**src/rtl/rr_stream_arbiter.sv**
```systemverilog
// Round-robin arbiter that merges several valid/ready streams into one registered output,
// keeping multi-beat packets together by locking onto a requester until its last beat.
module rr_stream_arbiter #(
   parameter int DataWidth = 32,
   parameter int NumInputs = 4,
   localparam int SelWidth = (NumInputs > 1) ? $clog2(NumInputs) : 1
) (
   input  logic                           clk_i,
   input  logic                           rst_i,
   input  logic [NumInputs-1:0]           req_valid_i,
   input  logic [NumInputs-1:0]           req_last_i,
   input  logic [DataWidth*NumInputs-1:0] req_data_i,
   output logic [NumInputs-1:0]           req_ready_o,
   output logic                           out_valid_o,
   input  logic                           out_ready_i,
   output logic [DataWidth-1:0]           out_data_o,
   output logic                           out_last_o,
   output logic [SelWidth-1:0]            out_sel_o
);

   typedef enum logic {ARB, LOCKED} state_e;

   state_e              state;
   logic [SelWidth-1:0] rr_ptr;
   logic [SelWidth-1:0] lock_idx;
   logic [SelWidth-1:0] arb_idx;
   logic [SelWidth-1:0] grant_idx;
   logic [SelWidth-1:0] next_ptr;
   logic                arb_found;
   logic                grant_valid;
   logic                can_load;
   logic                accept;
   logic                sel_last;
   logic [DataWidth-1:0] sel_data;

   assign can_load = !out_valid_o || out_ready_i;

   // Rotating priority in two passes: indices from rr_ptr upward, then wrap to the low indices.
   always_comb begin
      arb_found = 1'b0;
      arb_idx   = '0;
      for (int k = 0; k < NumInputs; k++) begin
         if (!arb_found && req_valid_i[k] && (SelWidth'(k) >= rr_ptr)) begin
            arb_found = 1'b1;
            arb_idx   = SelWidth'(k);
         end
      end
      for (int k = 0; k < NumInputs; k++) begin
         if (!arb_found && req_valid_i[k]) begin
            arb_found = 1'b1;
            arb_idx   = SelWidth'(k);
         end
      end
   end

   always_comb begin
      grant_valid = (state == LOCKED) ? 1'b1 : arb_found;
      grant_idx   = (state == LOCKED) ? lock_idx : arb_idx;
   end

   // Grant-indexed multiplexer; ready is only ever raised on the granted requester.
   always_comb begin
      sel_data    = '0;
      sel_last    = 1'b0;
      req_ready_o = '0;
      for (int k = 0; k < NumInputs; k++) begin
         if (grant_idx == SelWidth'(k)) begin
            sel_data       = req_data_i[k*DataWidth +: DataWidth];
            sel_last       = req_last_i[k];
            req_ready_o[k] = grant_valid && can_load && !rst_i;
         end
      end
   end

   assign accept   = |(req_valid_i & req_ready_o);
   assign next_ptr = (grant_idx == SelWidth'(NumInputs - 1)) ? '0 : grant_idx + SelWidth'(1);

   always_ff @(posedge clk_i) begin
      if (rst_i) begin
         state       <= ARB;
         rr_ptr      <= '0;
         lock_idx    <= '0;
         out_valid_o <= 1'b0;
         out_data_o  <= '0;
         out_last_o  <= 1'b0;
         out_sel_o   <= '0;
      end else begin
         if (accept) begin
            out_valid_o <= 1'b1;
            out_data_o  <= sel_data;
            out_last_o  <= sel_last;
            out_sel_o   <= grant_idx;
            case (state)
               ARB: begin
                  if (sel_last) begin
                     rr_ptr <= next_ptr;
                  end else begin
                     state    <= LOCKED;
                     lock_idx <= grant_idx;
                  end
               end
               LOCKED: begin
                  if (sel_last) begin
                     state  <= ARB;
                     rr_ptr <= next_ptr;
                  end
               end
               default: state <= ARB;
            endcase
         end else if (out_ready_i) begin
            out_valid_o <= 1'b0;
         end
      end
   end

endmodule
```
**config.mk**
```make
export PLATFORM = sky130hd
export DESIGN_NAME = rr_stream_arbiter
export DESIGN_NICKNAME = d
export VERILOG_FILES = /design/src/rtl/rr_stream_arbiter.sv
export SDC_FILE = /design/constraint.sdc
export NUM_CORES = 1
export LEC_CHECK = 0
export ABC_AREA = 1
export ABC_CLOCK_PERIOD_IN_PS = 4100
export CORE_MARGIN = 1.5
export CORE_UTILIZATION = 25
export CTS_BUF_LIST = sky130_fd_sc_hd__clkbuf_8 sky130_fd_sc_hd__clkbuf_16
export DETAILED_ROUTE_END_ITERATION = 8
export HOLD_SLACK_MARGIN = 0.06
export SKIP_CTS_REPAIR_TIMING = 1
export SLEW_MARGIN = 20
export SYNTH_ARGS = -nofsm -noshare
export SYNTH_HDL_FRONTEND = slang
export SYNTH_SLANG_ARGS = --single-unit
```
**constraint.sdc**
```tcl
create_clock -name clk_i -period 4.1 [get_ports clk_i]
set_input_delay 0.41 -clock clk_i [delete_from_list [all_inputs] [get_ports clk_i]]
set_output_delay 0.41 -clock clk_i [all_outputs]
set_load 0.03 [all_outputs]
```
# After elaboration in Yosys (flattened, before gate mapping)
# Index checks and enable logic that the tools add are counted.
[word_totals] reg_bits=41 input_bits=139 output_inout_bits=40 word_cells=80
[op_classes] add_sub_neg=1 magnitude_cmp=4 eq_ne=3 muxes=34 n_bitwise=3 n_reduce_logical=28
[ops] op="32-bit 2-to-1 mux" count=4
[ops] op="1-bit 2-to-1 mux" count=21
[ops] op="2-bit 2-to-1 mux" count=9
[ops] op="1-bit logical AND" count=13
[ops] op="1-bit zero test" count=9
[ops] op="4-bit AND" count=1
[ops] op="2-bit equality test (second input constant)" count=2
[ops] op="1-bit by 2-bit greater-or-equal comparator with 1-bit output (first input constant)" count=2
[ops] op="2-bit greater-or-equal comparator (first input constant)" count=2
[ops] op="4-bit OR reduction" count=1
[ops] op="3-bit AND reduction" count=1
[ops] op="2-bit by 1-bit adder with 2-bit output (second input constant)" count=1
[ops] op="2-bit by 1-bit equality test with 1-bit output (second input constant)" count=1
[ops] op="2-bit zero test" count=1
[ops] op="1-bit inverter" count=2
[ops] op="2-bit AND reduction" count=1
[ops] op="2-bit nonzero test" count=1
[ops] op="1-bit logical OR" count=1

# Depth between registers and ports, before layout
[depth] word_depth=35 mapped_depth=21 mapped_depth_nobuf=21

# Worst setup path after synthesis
# No wires, ideal clock.
[synth_path] kind="in2out" from="in req_valid_i[1]" to="out req_ready_o[2]" arrival_ns=2.297 t_required_ns=3.690 path_slack_ns=1.393 path_stages=12 path_cell_list="nand2_1 nand2_1 nor2_4 nand3_1 nand2_1 nand2_1 o21ai_0 ha_1 clkbuf_1 clkinv_1 clkbuf_1 nor2_1"
[synth_via] word_cells_on_any_way=36 classes_between="eq/ne (1); mux (17); reduce/logical (18)"
[synth_rtl] item="from (decl)" line_no="10" source="input logic [NumInputs-1:0] req_valid_i,"
[synth_rtl] item="1-bit logical AND (2 in a row)" line_no="43" source="if (!arb_found && req_valid_i[k] && (SelWidth'(k) >= rr_ptr)) begin"
[synth_rtl] item="1-bit 2-to-1 mux" line_no="43"
[synth_rtl] item="1-bit zero test" line_no="43"
[synth_rtl] item="1-bit logical AND (2 in a row)" line_no="43"
[synth_rtl] item="1-bit 2-to-1 mux" line_no="43"
[synth_rtl] item="1-bit zero test" line_no="43"
[synth_rtl] item="1-bit logical AND (2 in a row)" line_no="43"
[synth_rtl] item="1-bit 2-to-1 mux" line_no="43"
[synth_rtl] item="[8 not listed]"
[synth_rtl] item="1-bit 2-to-1 mux" line_no="49" source="if (!arb_found && req_valid_i[k]) begin"
[synth_rtl] item="1-bit zero test" line_no="49"
[synth_rtl] item="1-bit logical AND" line_no="49"
[synth_rtl] item="2-bit 2-to-1 mux *" line_no="49"
[synth_rtl] item="2-bit 2-to-1 mux *" line_no="58" source="grant_idx = (state == LOCKED) ? lock_idx : arb_idx;"
[synth_rtl] item="via grant_idx[1]" line_no="27" source="logic [SelWidth-1:0] grant_idx;"
[synth_rtl] item="2-bit equality test *" line_no="67" source="if (grant_idx == SelWidth'(k)) begin"
[synth_rtl] item="1-bit 2-to-1 mux *" line_no="67"
[synth_rtl] item="to (decl)" line_no="13" source="output logic [NumInputs-1:0] req_ready_o,"
# Mark *: on every way through the listed nets, which the timed path passes. The rest lies on a longest branch.

# Final worst setup path
# Same ends and word-level chain as after synthesis.

==> impl_metrics.tcl <==
set metrics [dict create \
    htreeDepth 2 \
    slowest_stage "clkdlybuf4s50_1" \
    synth-seq-cells 41 \
    yosys.area.top_type_share 0.3140 \
    powerDensity_nw_per_um2 701.4 \
    cp-start-kind "primary input" \
    status "finished clean" \
    ys_warn_count 0 \
    synth_cell_types 23 \
    ir_worst_vdd_mv 0.3117 \
    path_clk_slew_ps 70 \
    grt_pass1_wl_mm 15.70 \
    place_area_sq_um 4514 \
    crit_top_cell "nand2_1" \
    grt_use_total 0.1763 \
    wl_met1_mm 4.165 \
    skew_ps 8.159 \
    fin_nets 699 \
    crit_type "in -> out" \
    drtAntennaViolNets 0 \
    area_growth_pct 76.02 \
    clock-root-buffer "clkbuf_8" \
    wl_mm 10.03 \
    vias 3316 \
    maxCapViolCount 0 \
    fmaxAchievable_mhz 299.7 \
    pwr-share-comb 0.722 \
    dr.pass1.iters 4 \
    clkSinkCount 41 \
    finalMaxSlewViolations 0 \
    overflow 0 \
    fin_crit_ps 3336 \
    die_h_microns 105.3 \
    worstPathRequired_ps 3690 \
    num_rows 37 \
    ioPinCount 179 \
    final_area_sq_um 4601 \
    totalNegativeSetupSlack_ps 0 \
    wl_met3_microns 642 \
    synth_nets 534 \
    io_buffers 178 \
    p_int_w 0.001635 \
    finalWeightedCongestion 0.8462 \
    finalSetupViolations 0 \
    drtIter0Drc 159 \
    syn_area_sq_um 2614 \
    place_hpwl_mm 7.509 \
    die_x_microns 105.3 \
    tightest_slew_ps 643.8 \
    grt_max_degree 65 \
    tritoncts "done" \
    met2_length_mm 5.109 \
    path_delay_family "buffers and inverters" \
    drc 0 \
    viasPerCell 4.792 \
    antenna_cells 0 \
    p_seq_frac 0.198 \
    p_switching_w 0.001591 \
    numCtsBuffers 5 \
    initial_utilization 0.2555 \
    slew_headroom 0.5708 \
    hold_path_class "reg -> reg" \
    cp_num_buf_inv 4 \
    clockPowerShare 0.080 \
    synth_top_area_cell "dfxtp_1" \
    synthCells 391 \
    hold_violations 0 \
    rsz0062_at_grt "false" \
    p_sw_frac 0.4932 \
    crit_path_end_kind "primary output" \
    final_layout_size_suffix_gt1_frac 0.05036 \
    yosysSeqAreaShare 0.3140 \
    fin_crit_sh 0.8138 \
    power.leakage_nw 1.672 \
    syn_avg_cell_area_sq_um 6.685 \
    cp.arrival_ps 2930 \
    crit_fanout 16 \
    cp_cell_sequence "clkdlybuf4s50_1 > nand2_1 > nand2_1 > nor2_4 > nand3_1 > nand2_1 > nand2_1 > o21ai_0 > ha_1 > clkinv_1 > buf_4 > nor2_1 > buf_4" \
    grt_pass1_vias 3269 \
    clk_latency_ps 280 \
    highest_layer "met4" \
    antenna_found_initial 0 \
    synth_area_leaders "dfxtp_1, nand2_1, a221oi_1" \
    slowest_delay_ps 470 \
    dieArea_sq_um 11080 \
    core_sq_um 10230 \
    cts.path.max_buffers 2 \
    wl_per_cell_microns 14.50 \
]
## worst register-to-register path, delay by kind of cell (launching register included)
kind                     cells  cell delay (ps)
AND/OR/NAND/NOR             11             1120
AO/OA/AOI/OAI                4              600
buffers and inverters        4              510
flip-flops                   1              370
adder cells (fa/ha/maj)      1              250
## power groups by stage
stage / Combinational [W] / Clock (W) / Sequential [W]
floorplan: 0.00128 / 0 / 0.000910
global placement: 0.00234 / 0 / 0.000646
detailed placement: 0.00236 / 0 / 0.000650
CTS: 0.00237 / 0.000275 / 0.000642
global route: 0.00256 / 0.000288 / 0.000662
finish: 0.00233 / 0.000257 / 0.000640
## cell families (layout without fill, tap and decap cells)
group	Yosys count	in the layout	share of synthesized area
flip-flops	41	41	0.3140
buffers and inverters	49	214	0.08186
adder cells (fa/ha/maj)	4	4	0.01915
AND/OR/NAND/NOR	191	191	0.3045
AO/OA/AOI/OAI	106	106	0.2805
## synth_stat cells, drive strengths merged
master,count
clkbuf,22
o211ai,1
buf,9
nand2,122
nor2,56
nand3,6
o31ai,32
dfxtp,41
nand4,6
o21ai,6
nand3b,1
a221oi,32
ha,4
a21oi,35
inv,17
clkinv,1
## registers in the layout, summed over array words and instances (netlist names)
signal and cells:
out_sel_o 2, lock_idx 2, rr_ptr 2, out_last_o 1
out_data_o 32, out_valid_o 1, state 1
## worst paths after layout
| path | from | to | slack, ps | depth (start not counted) |
|---|---|---|---|---|
| max | req_valid_i[1] | req_ready_o[2] | 760 | 13 |
| min | out_data_o[22] | out_data_o[22] | 470 | 2 |
| max reg2reg | rr_ptr[1] | out_last_o | 1170 | 20 |
| min reg2reg | out_data_o[22] | out_data_o[22] | 470 | 2 |
## per-stage QoR
step / total power, W / setup WS (ps) / hold WS (ps) / std cells / utilization
floorplan: 0.002192 / 1393 / 478.4 / 391 / -
global placement: 0.002982 / 782.2 / 451.5 / 685 / 0.4412
detailed placement: 0.003005 / 676.9 / 455.8 / 685 / 0.4412
CTS: 0.003283 / 751.5 / 467.6 / 692 / 0.4497
global route: 0.003509 / 461.2 / 487.5 / 692 / 0.4497
finish: 0.003227 / 763.6 / 465.1 / 692 / 0.4497
## placed cells by master, fill, tap and decap left out, drive strengths merged, types with 4 or more instances in the layout
master,count
inv,18
o21ai,6
nor2,56
nand3,6
dfxtp,41
a21oi,35
ha,4
clkdlybuf4s50,176
o31ai,32
buf,13
nand2,122
clkbuf,6
nand4,6
a221oi,32
## routing by layer
metal	track usage	vias up
met5	0	-
met4	0.04110	0
met3	0.04576	10
met2	0.3315	95
met1	0.1967	1528
li1	-	1683
## cell type report
cell class / count / area (sq um)
Tap cell: 136 / 170.2
Inverter: 18 / 67.56
Multi-Input combinational cell: 301 / 1584
Clock buffer: 6 / 82.58
Clock inverter: 1 / 3.754
Fill cell: 1056 / 5630
Timing Repair Buffer: 189 / 1872
Sequential cell: 41 / 820.8
No activity file was read; power rests on OpenSTA's default activity.
